## config.mk

```make
export PLATFORM = sky130hd
export DESIGN_NAME = pixel_packer_flat
export DESIGN_NICKNAME = d
export VERILOG_FILES = /design/src/rtl/pixel_packer_if.sv /design/src/rtl/pixel_packer.sv /design/src/flat_wrapper.sv
export SDC_FILE = /design/constraint.sdc
export NUM_CORES = 1
export LEC_CHECK = 0
export BUFFER_PORTS_ARGS = -buffer_cell sky130_fd_sc_hd__buf_2
export CAP_MARGIN = 30
export CELL_PAD_IN_SITES_DETAIL_PLACEMENT = 0
export CELL_PAD_IN_SITES_GLOBAL_PLACEMENT = 1
export CORE_ASPECT_RATIO = 0.5
export CORE_MARGIN = 5
export CORE_UTILIZATION = 46
export DETAILED_ROUTE_END_ITERATION = 10
export GPL_TIMING_DRIVEN = 0
export HOLD_SLACK_MARGIN = 0.1
export PLACE_DENSITY_LB_ADDON = 0.1
export REMOVE_ABC_BUFFERS = 1
export SYNTH_ARGS = -nofsm -noshare
export SYNTH_HDL_FRONTEND = slang
export SYNTH_SLANG_ARGS = --single-unit
```

## constraint.sdc

```tcl
create_clock -name clk -period 5.3 [get_ports clk]
set_input_delay 0.265 -clock clk [delete_from_list [all_inputs] [get_ports clk]]
set_output_delay 0.265 -clock clk [all_outputs]
set_load 0.005 [all_outputs]
```

## src/rtl/pixel_packer_if.sv

```systemverilog
// pixel_packer_if: pixel stream in, image-memory write bus out.
interface pixel_packer_if #(
    parameter int ADDR_W = 14
);
    logic [7:0]        pix_data;
    logic              pix_valid;
    logic              pix_last;
    logic              pix_ready;
    logic              mem_we;
    logic [ADDR_W-1:0] mem_addr;
    logic [15:0]       mem_wdata;
    modport master (output pix_data, pix_valid, pix_last, input pix_ready, mem_we, mem_addr, mem_wdata);
    modport slave  (input pix_data, pix_valid, pix_last, output pix_ready, mem_we, mem_addr, mem_wdata);
endinterface

```

## src/rtl/pixel_packer.sv

```systemverilog
// pixel_packer: packs 8-bit pixel pairs into 16-bit image-memory words, one frame per start.
// Define PIXEL_PACKER_CLEAR_EN to zero the frame region before accepting pixels.
module pixel_packer #(
    parameter int FRAME_WORDS = 16384,
    parameter int ADDR_W = 14
) (
    input  logic              clk,
    input  logic              rst,
    input  logic              start,
    input  logic [ADDR_W-1:0] base_addr,
    output logic              busy,
    output logic              done,
    output logic [14:0]       words_written,
    pixel_packer_if.slave     bus
);
    localparam logic [14:0] FW = 15'(FRAME_WORDS);
    typedef enum logic [2:0] {IDLE, CLEAR, LOW, HIGH, FLUSH, DONE} state_t;
`ifdef PIXEL_PACKER_CLEAR_EN
    localparam state_t FIRST = CLEAR;
    logic [14:0] cc, cc_n;
`else
    localparam state_t FIRST = LOW;
`endif
    state_t state, state_n;
    logic [ADDR_W-1:0] base, base_n, addr_n;
    logic [7:0] lo, lo_n;
    logic [14:0] wc, wc_n;
    logic [15:0] wdata_n;
    logic we_n, go, acc;
    assign go = start && state == IDLE && !busy;
    assign acc = bus.pix_valid && bus.pix_ready;
    assign bus.pix_ready = state == LOW || state == HIGH;
    assign words_written = wc;
    always_ff @(posedge clk or posedge rst)
        if (rst) state <= IDLE;
        else state <= state_n;
    always_comb begin
        state_n = state;
        case (state)
            IDLE:  state_n = go ? FIRST : IDLE;
`ifdef PIXEL_PACKER_CLEAR_EN
            CLEAR: state_n = cc == FW ? LOW : CLEAR;
`endif
            LOW:   if (acc) state_n = bus.pix_last ? FLUSH : HIGH;
            HIGH:  if (acc) state_n = (bus.pix_last || wc + 15'd1 == FW) ? DONE : LOW;
            FLUSH: state_n = DONE;
            DONE:  state_n = IDLE;
            default: state_n = IDLE;
        endcase
    end
    // next values of the registered write bus and datapath
    always_comb begin
        we_n = 1'b0;
        addr_n = bus.mem_addr;
        wdata_n = bus.mem_wdata;
        lo_n = lo;
        wc_n = wc;
        base_n = base;
`ifdef PIXEL_PACKER_CLEAR_EN
        cc_n = cc;
`endif
        case (state)
            IDLE: if (go) begin
                base_n = base_addr;
                wc_n = '0;
`ifdef PIXEL_PACKER_CLEAR_EN
                we_n = 1'b1;
                addr_n = base_addr;
                wdata_n = '0;
                cc_n = 15'd1;
`endif
            end
`ifdef PIXEL_PACKER_CLEAR_EN
            CLEAR: if (cc != FW) begin
                we_n = 1'b1;
                addr_n = base + cc[ADDR_W-1:0];
                wdata_n = '0;
                cc_n = cc + 15'd1;
            end
`endif
            LOW: if (acc) lo_n = bus.pix_data;
            HIGH: if (acc) begin
                we_n = 1'b1;
                addr_n = base + wc[ADDR_W-1:0];
                wdata_n = {bus.pix_data, lo};
                wc_n = wc + 15'd1;
            end
            FLUSH: begin
                we_n = 1'b1;
                addr_n = base + wc[ADDR_W-1:0];
                wdata_n = {8'h00, lo};
                wc_n = wc + 15'd1;
            end
            default: ;
        endcase
    end
    always_ff @(posedge clk or posedge rst)
        if (rst) begin
            bus.mem_we <= 1'b0;
            bus.mem_addr <= '0;
            bus.mem_wdata <= '0;
            base <= '0;
            lo <= '0;
            wc <= '0;
            busy <= 1'b0;
            done <= 1'b0;
`ifdef PIXEL_PACKER_CLEAR_EN
            cc <= '0;
`endif
        end else begin
            bus.mem_we <= we_n;
            bus.mem_addr <= addr_n;
            bus.mem_wdata <= wdata_n;
            base <= base_n;
            lo <= lo_n;
            wc <= wc_n;
            busy <= state_n != IDLE || state == DONE;
            done <= state == DONE;
`ifdef PIXEL_PACKER_CLEAR_EN
            cc <= cc_n;
`endif
        end
endmodule
```

## src/flat_wrapper.sv

```systemverilog
// flat-port wrapper written by rule: the top's interface ports become plain ports
module pixel_packer_flat 
#(
    parameter int FRAME_WORDS = 16384,
    parameter int ADDR_W = 14
)
  (clk, rst, start, base_addr, busy, done, words_written, bus_pix_data, bus_pix_valid, bus_pix_last, bus_pix_ready, bus_mem_we, bus_mem_addr, bus_mem_wdata);
  pixel_packer_if #(.ADDR_W(ADDR_W)) bus_i ();
  input  logic clk;
  input  logic rst;
  input  logic start;
  input  logic [ADDR_W-1:0] base_addr;
  output logic busy;
  output logic done;
  output logic [14:0] words_written;
  input wire logic [$bits(bus_i.pix_data)-1:0] bus_pix_data;
  input wire logic [$bits(bus_i.pix_valid)-1:0] bus_pix_valid;
  input wire logic [$bits(bus_i.pix_last)-1:0] bus_pix_last;
  output wire logic [$bits(bus_i.pix_ready)-1:0] bus_pix_ready;
  output wire logic [$bits(bus_i.mem_we)-1:0] bus_mem_we;
  output wire logic [$bits(bus_i.mem_addr)-1:0] bus_mem_addr;
  output wire logic [$bits(bus_i.mem_wdata)-1:0] bus_mem_wdata;
  assign bus_i.pix_data = bus_pix_data;
  assign bus_i.pix_valid = bus_pix_valid;
  assign bus_i.pix_last = bus_pix_last;
  assign bus_pix_ready = bus_i.pix_ready;
  assign bus_mem_we = bus_i.mem_we;
  assign bus_mem_addr = bus_i.mem_addr;
  assign bus_mem_wdata = bus_i.mem_wdata;
  pixel_packer #(.FRAME_WORDS(FRAME_WORDS), .ADDR_W(ADDR_W)) u_core (.clk(clk), .rst(rst), .start(start), .base_addr(base_addr), .busy(busy), .done(done), .words_written(words_written), .bus(bus_i));
endmodule
```

==> impl_metrics.tcl <==
set metrics [dict create \
    portBuffers 75 \
    dieHeight_um 75.3 \
    clk_latency_ns 0.33 \
    drt-initial-drc-count 128 \
    r2r_cells 8 \
    syn_to_final_growth_pct 21.9 \
    grt_max_degree 74 \
    antennaDiodeCount 0 \
    synthArstFlopShare_pct 100 \
    critPathBufInv 2 \
    path_cells "nand3_2, nor2_4, a21oi_4, buf_12, inv_2, nand3_1, nand3_1, or3b_1" \
    setup_slack_ns 2.66 \
    max_freq_mhz 378 \
    worstPathRequired_ns 5.50 \
    routed_wirelength_um 9390 \
    numCtsBuffers 9 \
    start_kind "register" \
    syn_area_per_cell_um2 10.1 \
    synth_xor_area_share_pct 3.35 \
    rows 23 \
    cts.htree.levels 3 \
    gp_congestion 0.793 \
    power_mw 2.49 \
    dieArea_mm2 0.0106 \
    final_cell_mix "75 x buf_2, 73 x dfrtp_1, 58 x nand2_1, 37 x o21ai_0, 26 x nor2_1" \
    synth_mux_area_share_pct 6.80 \
    synth-edff-count 0 \
    p_sw_uw 827 \
    cpMostUsedCell "nand3_1" \
    ys_types 61 \
    antenna_found_initial 0 \
    critPathMaxStageDelay_ns 0.51 \
    nets 502 \
    skew_ns 0.00412 \
    wl_met1_um 4490 \
    hold_slack_ns 0.148 \
    first_pass_iters 4 \
    synth_fa_ha_area_share_pct 4.98 \
    critPathMaxFanout 42 \
    status "complete, no violations" \
    yosysWarnings 0 \
    ys_ff_latch 73 \
    drc_errors 0 \
    cp-startpoint "u_core.state[0]" \
    leakage_nw 2.30 \
    cts.sinks 73 \
    overflow 0 \
    hpwl_um 6620 \
    core_area_mm2 0.00814 \
    timing.final.crit_share_pct 49.9 \
    cts_buffer_depth 2 \
    regToRegSetupSlack_ns 2.66 \
    finalMaxSlewViolations 0 \
    pre_cts_slack_ns 2.64 \
    worstMarginPinSlew_ns 0.756 \
    crit_type "reg2reg" \
    yosysSeqAreaShare_pct 46.6 \
    setup_viol 0 \
    pwr-share-clk_pct 30.0 \
    synthSimpleGateAreaFrac_pct 19.5 \
    critPathArrivalTime_ns 2.84 \
    fin_crit_ns 2.64 \
    cts_tree "done" \
    final_common_cell "buf_2" \
    rsz0062_at_grt "no" \
    vias 3128 \
    slew_headroom_pct 49.6 \
    antenna_left 0 \
    fillers 743 \
    cp-end-kind "register" \
    drive_above_1_share_pct 29.9 \
    clkTransAtPathRegs_ns 0.06 \
    synth_area_mm2 0.00392 \
    drt-wirelength-per-cell_um 16.3 \
    grt_pass1_wl_um 15800 \
    regToRegEndpoint "u_core.bus.mem_addr[11]" \
    worst-path-stages 8 \
    power_density_mw_per_mm2 521 \
    p_sw_share_pct 33.2 \
    p_int_mw 1.66 \
    hold_viol_final 0 \
    drv_cap 0 \
    highest_layer "met4" \
    cp_slowest_cell "dfrtp_1" \
    crit_family "simple AND/OR/NAND/NOR gates" \
    endpoint "u_core.bus.mem_addr[11]" \
    io_pins 76 \
    synthFlopType "dfrtp_1" \
    cts_root_buf "clkbuf_16" \
    met3_length_um 486 \
    synth_top_family_by_area "simple AND/OR/NAND/NOR gates" \
    start_util_pct 48.1 \
    combPwrFrac_pct 33.6 \
    hold_path.class "in2reg" \
    setup_tns_ns 0 \
    worstHoldPathCells 3 \
    grt_pass1_vias 3129 \
    wl_met2_um 4370 \
    floorplan.die.width_um 141 \
    syn_inst 388 \
    viasPerCell 5.42 \
    reg2reg_from "u_core.state[0]" \
    synth_compound_area_share_pct 15.1 \
    pwr-share-seq_pct 36.4 \
    ir_drop_v 0.000230 \
    grtUsageTotal_pct 18.7 \
]
-- power groups by stage --
stage	clock network, mW	logic (mW)	registers [mW]
final	0.746	0.835	0.907
after global routing	0.783	0.943	0.939
after CTS	0.762	0.853	0.908
after detailed placement	0	0.845	0.916
after global placement	0	0.786	0.902
after floorplan	0	0.540	0.898
-- synthesized netlist by cell type (2+ instances only) --
cell | instances | area, µm²
nand3_2 | 2 | 20.0
a22o_1 | 7 | 61.3
a211oi_2 | 2 | 25.0
buf_4 | 2 | 15.0
dfrtp_1 | 73 | 1830
o21a_1 | 2 | 15.0
nor3b_1 | 3 | 22.5
buf_2 | 12 | 60.1
and3_1 | 4 | 25.0
clkbuf_1 | 3 | 11.3
or3_1 | 3 | 18.8
o21ai_0 | 37 | 185
ha_1 | 14 | 175
nor2_1 | 26 | 97.6
inv_1 | 10 | 37.5
a31oi_1 | 5 | 31.3
mux2i_1 | 3 | 30.0
nor2b_1 | 3 | 18.8
nor2_2 | 2 | 12.5
nor4_2 | 2 | 25.0
xor2_1 | 5 | 43.8
xnor2_1 | 10 | 87.6
nand2_1 | 58 | 218
nand4_1 | 4 | 25.0
mux2_2 | 21 | 236
o211ai_2 | 2 | 25.0
a21oi_1 | 14 | 70.1
nand3_1 | 9 | 45.0
a21o_1 | 3 | 22.5
nand2b_1 | 4 | 25.0
o31ai_1 | 2 | 15.0
o22ai_1 | 4 | 25.0
a211oi_1 | 2 | 15.0
nor4_4 | 2 | 42.5
o211ai_1 | 2 | 15.0
nand3b_1 | 3 | 22.5
nor3_1 | 4 | 20.0
-- final cells by class --
cell class / count / area (µm²) / area share [%]
Sequential cell: 73 / 1830 / 38.2
Tap cell: 112 / 140 / 2.93
Clock inverter: 7 / 141 / 2.96
Timing Repair Buffer: 80 / 452 / 9.46
Multi-Input combinational cell: 285 / 1950 / 40.8
Clock buffer: 9 / 225 / 4.72
Inverter: 11 / 43.8 / 0.917
-- registers in the layout (all words and copies together) (netlist names) --
register              cells
u_core.base              14
u_core.lo                 8
u_core.done               1
u_core.bus.mem_wdata     16
u_core.state              3
u_core.words_written     15
u_core.bus.mem_addr      14
u_core.bus.mem_we         1
u_core.busy               1
-- through the flow --
step	area, µm²	util, %	instances
CTS	4740	58.2	575
global placement	4330	53.2	556
floorplan	3810	-	369
global route	4780	58.6	577
finish	4780	58.6	577
detailed placement	4370	53.7	559
-- worst min path at each step --
| stage | end | slack, ns | from |
|---|---|---|---|
| 6_report | u_core.base[1] | 0.15 | base_addr[1] |
| 4_1_cts | u_core.base[1] | 0.14 | base_addr[1] |
| 2_1_floorplan | u_core.state[1] | 0.35 | bus_pix_valid |
| 3_3_place_gp | u_core.bus.mem_addr[0] | 0.44 | u_core.bus.mem_addr[0] |
| 3_5_place_dp | u_core.bus.mem_wdata[0] | 0.45 | u_core.bus.mem_wdata[0] |
| 5_1_grt | u_core.base[1] | 0.14 | base_addr[1] |
-- what timing repair did --
action / in CTS / in global routing
hold endpoints to repair: 0 / 4
hold buffers: 0 / 1
gates resized for setup: 0 / 0
buffers inserted: 0 / 0
-- metal layers --
metal | vias to the layer above | global-route usage [%]
met2 | 62 | 31.2
met4 | 0 | 3.33
met1 | 1534 | 25.1
met5 | - | 0
li1 | 1527 | -
met3 | 5 | 5.27
-- kinds of logic (layout without fill, tap and decap cells) --
group           after synthesis  after routing
simple gates                140            140
fa+ha+maj                    15             15
compound gates               91             91
xor+xnor                     15             15
mux                          24             24
flops                        73             73
buf+inv                      30            107
-- worst min-delay path: stages --
cell     delay [ns]
buf_2          0.08
nand2_1        0.04
o21ai_0        0.06
Power figures use the tool's default switching activity.
